[src/rtl/alu_stim_driver.sv]
// alu_stim_driver: on-chip self-test initiator for an 8-bit ALU operand interface.
// Sweeps every opcode per operand pair, reloads operands from a 16-bit LFSR after
// each sweep, captures each ALU result and hands it downstream on valid/ready
// while folding accepted results into a rotating checksum.
// Ports:
//   clk, rst_n             clock (rising edge), async active-low reset
//   start, stop            run control pulses
//   a_in, b_in, op         registered ALU operands / opcode
//   alu_res                combinational ALU result for a_in/b_in/op
//   res_valid, res_ready   result handshake
//   res_data/op/a/b        captured result and the inputs that produced it
//   busy, done             run status
//   sweep_cnt, checksum    completed sweeps and running checksum of this run
module alu_stim_driver #(
  parameter int unsigned WIDTH      = 8,
  parameter int unsigned OP_W       = 4,
  parameter int unsigned RES_W      = 16,
  parameter int unsigned OP_HOLD    = 1,
  parameter int unsigned NUM_SWEEPS = 4,
  parameter logic [15:0] LFSR_SEED  = 16'hACE1
) (
  input  logic             clk,
  input  logic             rst_n,
  input  logic             start,
  input  logic             stop,
  output logic [WIDTH-1:0] a_in,
  output logic [WIDTH-1:0] b_in,
  output logic [OP_W-1:0]  op,
  input  logic [RES_W-1:0] alu_res,
  output logic             res_valid,
  input  logic             res_ready,
  output logic [RES_W-1:0] res_data,
  output logic [OP_W-1:0]  res_op,
  output logic [WIDTH-1:0] res_a,
  output logic [WIDTH-1:0] res_b,
  output logic             busy,
  output logic             done,
  output logic [15:0]      sweep_cnt,
  output logic [15:0]      checksum
);

  localparam int unsigned       HOLD_W    = (OP_HOLD > 1) ? $clog2(OP_HOLD) : 1;
  localparam logic [HOLD_W-1:0] HOLD_LAST = (OP_HOLD > 1) ? HOLD_W'(OP_HOLD - 1) : '0;
  localparam logic [OP_W-1:0]   OP_MAX    = {OP_W{1'b1}};
  // An all-zero seed would lock the LFSR, so it is replaced by 1.
  localparam logic [15:0]       SEED      = (LFSR_SEED == 16'h0000) ? 16'h0001 : LFSR_SEED;

  typedef enum logic [1:0] {IDLE, DRIVE, RESP, DONE} state_e;

  state_e             state_q, state_d;
  logic [15:0]        lfsr_q, lfsr_d;
  logic [HOLD_W-1:0]  hold_q, hold_d;
  logic               stop_pend_q, stop_pend_d;
  logic [WIDTH-1:0]   a_q, a_d, b_q, b_d;
  logic [OP_W-1:0]    op_q, op_d;
  logic               res_valid_q, res_valid_d;
  logic [RES_W-1:0]   res_data_q, res_data_d;
  logic [OP_W-1:0]    res_op_q, res_op_d;
  logic [WIDTH-1:0]   res_a_q, res_a_d, res_b_q, res_b_d;
  logic               busy_q, busy_d;
  logic               done_q, done_d;
  logic [15:0]        sweep_q, sweep_d;
  logic [15:0]        cks_q, cks_d;
  logic [15:0]        lfsr_nx;
  logic               end_run;

  // Fibonacci LFSR x^16+x^14+x^13+x^11+1, right-shifting form.
  assign lfsr_nx = {lfsr_q[0] ^ lfsr_q[2] ^ lfsr_q[3] ^ lfsr_q[5], lfsr_q[15:1]};

  // Next-state and registered-output logic.
  always_comb begin
    state_d     = state_q;
    lfsr_d      = lfsr_q;
    hold_d      = hold_q;
    stop_pend_d = stop_pend_q;
    a_d         = a_q;
    b_d         = b_q;
    op_d        = op_q;
    res_valid_d = res_valid_q;
    res_data_d  = res_data_q;
    res_op_d    = res_op_q;
    res_a_d     = res_a_q;
    res_b_d     = res_b_q;
    done_d      = done_q;
    sweep_d     = sweep_q;
    cks_d       = cks_q;
    end_run     = 1'b0;

    unique case (state_q)
      IDLE, DONE: begin
        if (start) begin
          a_d         = WIDTH'(lfsr_q[7:0]);
          b_d         = WIDTH'(lfsr_q[15:8]);
          op_d        = '0;
          sweep_d     = '0;
          cks_d       = '0;
          done_d      = 1'b0;
          stop_pend_d = 1'b0;
          hold_d      = '0;
          state_d     = DRIVE;
        end
      end
      DRIVE: begin
        if (stop) stop_pend_d = 1'b1;
        if (hold_q == HOLD_LAST) begin
          res_data_d  = alu_res;
          res_op_d    = op_q;
          res_a_d     = a_q;
          res_b_d     = b_q;
          res_valid_d = 1'b1;
          hold_d      = '0;
          state_d     = RESP;
        end else begin
          hold_d = hold_q + HOLD_W'(1);
        end
      end
      RESP: begin
        if (stop) stop_pend_d = 1'b1;
        if (res_ready) begin
          cks_d       = {cks_q[14:0], cks_q[15]} ^ 16'(res_data_q);
          res_valid_d = 1'b0;
          // A stop seen in the accepting cycle ends the run at this accept too.
          if (op_q != OP_MAX) begin
            op_d    = op_q + OP_W'(1);
            end_run = stop_pend_q | stop;
          end else begin
            op_d    = '0;
            sweep_d = (sweep_q == 16'hFFFF) ? sweep_q : sweep_q + 16'd1;
            lfsr_d  = lfsr_nx;
            a_d     = WIDTH'(lfsr_nx[7:0]);
            b_d     = WIDTH'(lfsr_nx[15:8]);
            end_run = ((NUM_SWEEPS != 0) && ((32'(sweep_q) + 32'd1) == NUM_SWEEPS))
                      | stop_pend_q | stop;
          end
          if (end_run) begin
            state_d     = DONE;
            done_d      = 1'b1;
            stop_pend_d = 1'b0;
          end else begin
            state_d = DRIVE;
          end
        end
      end
      default: state_d = IDLE;
    endcase

    busy_d = (state_d == DRIVE) || (state_d == RESP);
  end

  // State and output registers.
  always_ff @(posedge clk or negedge rst_n) begin
    if (!rst_n) begin
      state_q     <= IDLE;
      lfsr_q      <= SEED;
      hold_q      <= '0;
      stop_pend_q <= 1'b0;
      a_q         <= '0;
      b_q         <= '0;
      op_q        <= '0;
      res_valid_q <= 1'b0;
      res_data_q  <= '0;
      res_op_q    <= '0;
      res_a_q     <= '0;
      res_b_q     <= '0;
      busy_q      <= 1'b0;
      done_q      <= 1'b0;
      sweep_q     <= '0;
      cks_q       <= '0;
    end else begin
      state_q     <= state_d;
      lfsr_q      <= lfsr_d;
      hold_q      <= hold_d;
      stop_pend_q <= stop_pend_d;
      a_q         <= a_d;
      b_q         <= b_d;
      op_q        <= op_d;
      res_valid_q <= res_valid_d;
      res_data_q  <= res_data_d;
      res_op_q    <= res_op_d;
      res_a_q     <= res_a_d;
      res_b_q     <= res_b_d;
      busy_q      <= busy_d;
      done_q      <= done_d;
      sweep_q     <= sweep_d;
      cks_q       <= cks_d;
    end
  end

  assign a_in      = a_q;
  assign b_in      = b_q;
  assign op        = op_q;
  assign res_valid = res_valid_q;
  assign res_data  = res_data_q;
  assign res_op    = res_op_q;
  assign res_a     = res_a_q;
  assign res_b     = res_b_q;
  assign busy      = busy_q;
  assign done      = done_q;
  assign sweep_cnt = sweep_q;
  assign checksum  = cks_q;

endmodule

[config.mk]
export PLATFORM = sky130hd
export DESIGN_NAME = alu_stim_driver
export DESIGN_NICKNAME = d
export VERILOG_FILES = /design/src/rtl/alu_stim_driver.sv
export SDC_FILE = /design/constraint.sdc
export NUM_CORES = 1
export LEC_CHECK = 0
export BUFFER_PORTS_ARGS = -buffer_cell sky130_fd_sc_hd__buf_2
export CAP_MARGIN = 20
export CORE_AREA = 2 2 110 112
export CTS_CLUSTER_DIAMETER = 30
export DETAILED_ROUTE_END_ITERATION = 12
export DIE_AREA = 0 0 112 114
export PLACE_DENSITY = 0.67
export SLEW_MARGIN = 30
export SYNTH_ARGS = -nofsm -noshare
export SYNTH_HDL_FRONTEND = slang
export SYNTH_SLANG_ARGS = --single-unit
[constraint.sdc]
create_clock -name clk -period 4.6 [get_ports clk]
set_input_delay 0.23 -clock clk [delete_from_list [all_inputs] [get_ports clk]]
set_output_delay 0.23 -clock clk [all_outputs]
set_load 0.005 [all_outputs]
==> results.json <==
{
  "post_cts_buffers": 0,
  "drt-initial-drc-count": 183,
  "synth-edff-count": 0,
  "drt_wl_total_um": 11000,
  "design_power_total_w": 0.00380,
  "grt_pass1_vias": 3717,
  "port_buffers": 111,
  "grt_usage_pct": 17.8,
  "arrival_ps": 4120,
  "clk_latency_ps": 340,
  "synthesis.nets": 482,
  "wl_met2_um": 5460,
  "timing.critical_path.mode_cell": "nand2_1",
  "die_w_um": 112,
  "setup_viol": 0,
  "skew_ps": 7.12,
  "wl_met3_um": 440,
  "crit_path_max_fanout": 39,
  "endpoint_kind": "flop",
  "dpl.hpwl_um": 7420,
  "fillers": 1064,
  "crit_path_start": "state_q[0]",
  "period_needed_ps": 3840,
  "wirelength_met1_um": 4920,
  "rr_endpoint": "sweep_cnt[10]",
  "num_rows": 40,
  "cts_resized": 0,
  "cts.sinks": 110,
  "vias": 3760,
  "crit_family": "simple AND/OR/NAND/NOR gates",
  "ff2ff_path_depth": 10,
  "cts_buffers": 9,
  "r2r_start": "state_q[0]",
  "slowest_delay_ps": 700,
  "whs_ps": -9.63,
  "cts_buffer_depth": 2,
  "final_nets": 582,
  "grt_max_degree": 66,
  "synth_cell_types": 50,
  "ir_worst_vdd_mv": 0.365,
  "hold_buffers": 0,
  "hold_viol": 29,
  "path_cells": "inv_1, ha_2, nor2_1, or3_1, a21oi_4, buf_4, nand2_1, or4_1, nand2_1, a22o_1",
  "initial_core_util_pct": 43.6,
  "cp.required_ps": 4880,
  "yosysTopAreaCell": "dfrtp_1",
  "first_pass_iters": 4,
  "synth_seq_cells": 110,
  "min_path_type": "primary input to asynchronous set/reset pin",
  "path_class": "flop to flop",
  "final_cell_mix": "buf_2, dfrtp_1, mux2_2",
  "finalCritPeriodShare_pct": 83.5,
  "crit_slowest_cell": "or3_1",
  "failed_checks": "negative hold slack",
  "ant_nets": 0,
  "synthCells": 456,
  "tns_ps": 0,
  "grt_first_pass_wirelength_um": 18500,
  "die_y_um": 114,
  "synthesis.area_mm2": 0.00511,
  "n_antenna_cell": 0,
  "crit_buf_inv": 2,
  "gr-total-overflow": 0,
  "power.density_mw_per_mm2": 627,
  "htree_levels": 3,
  "vias_per_cell": 5.31,
  "drive_gt1_share_pct": 36.2,
  "ys_seq_area_share_pct": 54.1,
  "final_common_cell": "buf_2",
  "cp-start-kind": "flop",
  "die-area_mm2": 0.0128,
  "drc_errors": 0,
  "fin_ws_ps": 759,
  "synth_area_leaders": "dfrtp_1, mux2_2, dfstp_2",
  "wl_per_cell_um": 15.6,
  "synth_warnings": 0,
  "max_freq_mhz": 260,
  "post-place-ws_ps": 843,
  "top_layer": "met4",
  "max-cap-violations": 0,
  "coreArea_mm2": 0.0117,
  "synthArstFlopShare_pct": 100,
  "slew_violations": 0,
  "cts_root_buffer": "clkbuf_16",
  "gp_congestion": 0.795,
  "avgSynthCellArea_um2": 11.2,
  "cellLeakagePower_nw": 2.97,
  "synth_top_area_share_pct": 50.0,
  "max_slew_margin_pct": 43.8,
  "io_pins": 112,
  "rsz0062_at_grt": "false",
  "synth_flop_cell": "dfrtp_1",
  "tritoncts": "yes",
  "antenna_found_initial": 0,
  "ff2ff_setup_slack_ps": 760,
  "clkSlewWorstSetupHoldPaths_ps": 70,
  "area_growth_pct": 18.6,
  "tightest_slew_ps": 841,
  "outcome": "complete, but fails checks"
}
## layout make-up
| cell class | count | area [um2] | area share [%] |
|---|---|---|---|
| clock inverters | 2 | 10.0 | 0.165 |
| flip-flops and latches | 110 | 2760 | 45.6 |
| clock buffers | 14 | 254 | 4.20 |
| repair buffers | 115 | 588 | 9.71 |
| inverters | 6 | 22.5 | 0.372 |
| multi-input cells | 314 | 2230 | 36.9 |
| well taps | 147 | 184 | 3.04 |
## Yosys cell counts (all sizes together), types with 5 or more instances
master  instances
dfrtp         102
mux2           53
nand2          51
nor2           39
nand3          26
a21oi          21
xor2           19
clkbuf         17
mux2i          15
o21ai          14
a22o           12
nor3           10
buf             9
dfstp           8
nand4           7
a21o            6
inv             6
ha              5
xnor2           5
## registers in the layout, summed over array words and instances, names as in the netlist, 2 cells and up
register,cells
res_a,8
lfsr_q,16
checksum,16
sweep_cnt,16
a_in,8
state_q,2
op,4
res_b,8
res_op,4
b_in,8
res_data,16
## routing by layer
layer,global-route usage (%),up-vias
met5,0,-
met4,6.75,0
met3,3.29,13
met2,29.6,84
met1,23.3,1864
li1,-,1799
## worst max path at each step
stage,depth (start not counted),slack [ps],to
finish,10,760,sweep_cnt[10]
global route,10,470,sweep_cnt[10]
CTS,10,830,sweep_cnt[10]
detailed placement,10,840,sweep_cnt[10]
global placement,10,960,sweep_cnt[10]
floorplan,9,2320,sweep_cnt[10]
## stage by stage
step / cell area (um2) / util [%] / cells
after floorplan: 5110 / - / 456
after global placement: 5770 / 49.3 / 692
after detailed placement: 5780 / 49.4 / 692
after CTS: 6040 / 51.6 / 708
after global routing: 6050 / 51.7 / 708
final: 6050 / 51.7 / 708
## power by group
part	total, W	internal [W]	leakage, nW	switching, W
sequential	0.00155	0.00129	1.40	0.000258
clock	0.000712	0.000382	0.131	0.000330
combinational	0.00154	0.000683	1.45	0.000855
total	0.00380	0.00235	2.97	0.00144
## cell families (layout without fill, tap and decap cells)
family	after synthesis	count (layout)	share of synthesized area, %
and+or+nand+nor	149	149	13.8
DFF	110	110	54.1
AOI/OAI and AO/OA	68	68	9.24
muxes	68	68	14.6
buffers and inverters	32	137	2.89
xor gates and xnor gates	24	24	4.12
adders and majority gates	5	5	1.23
No activity file was read; power rests on OpenSTA's default activity.
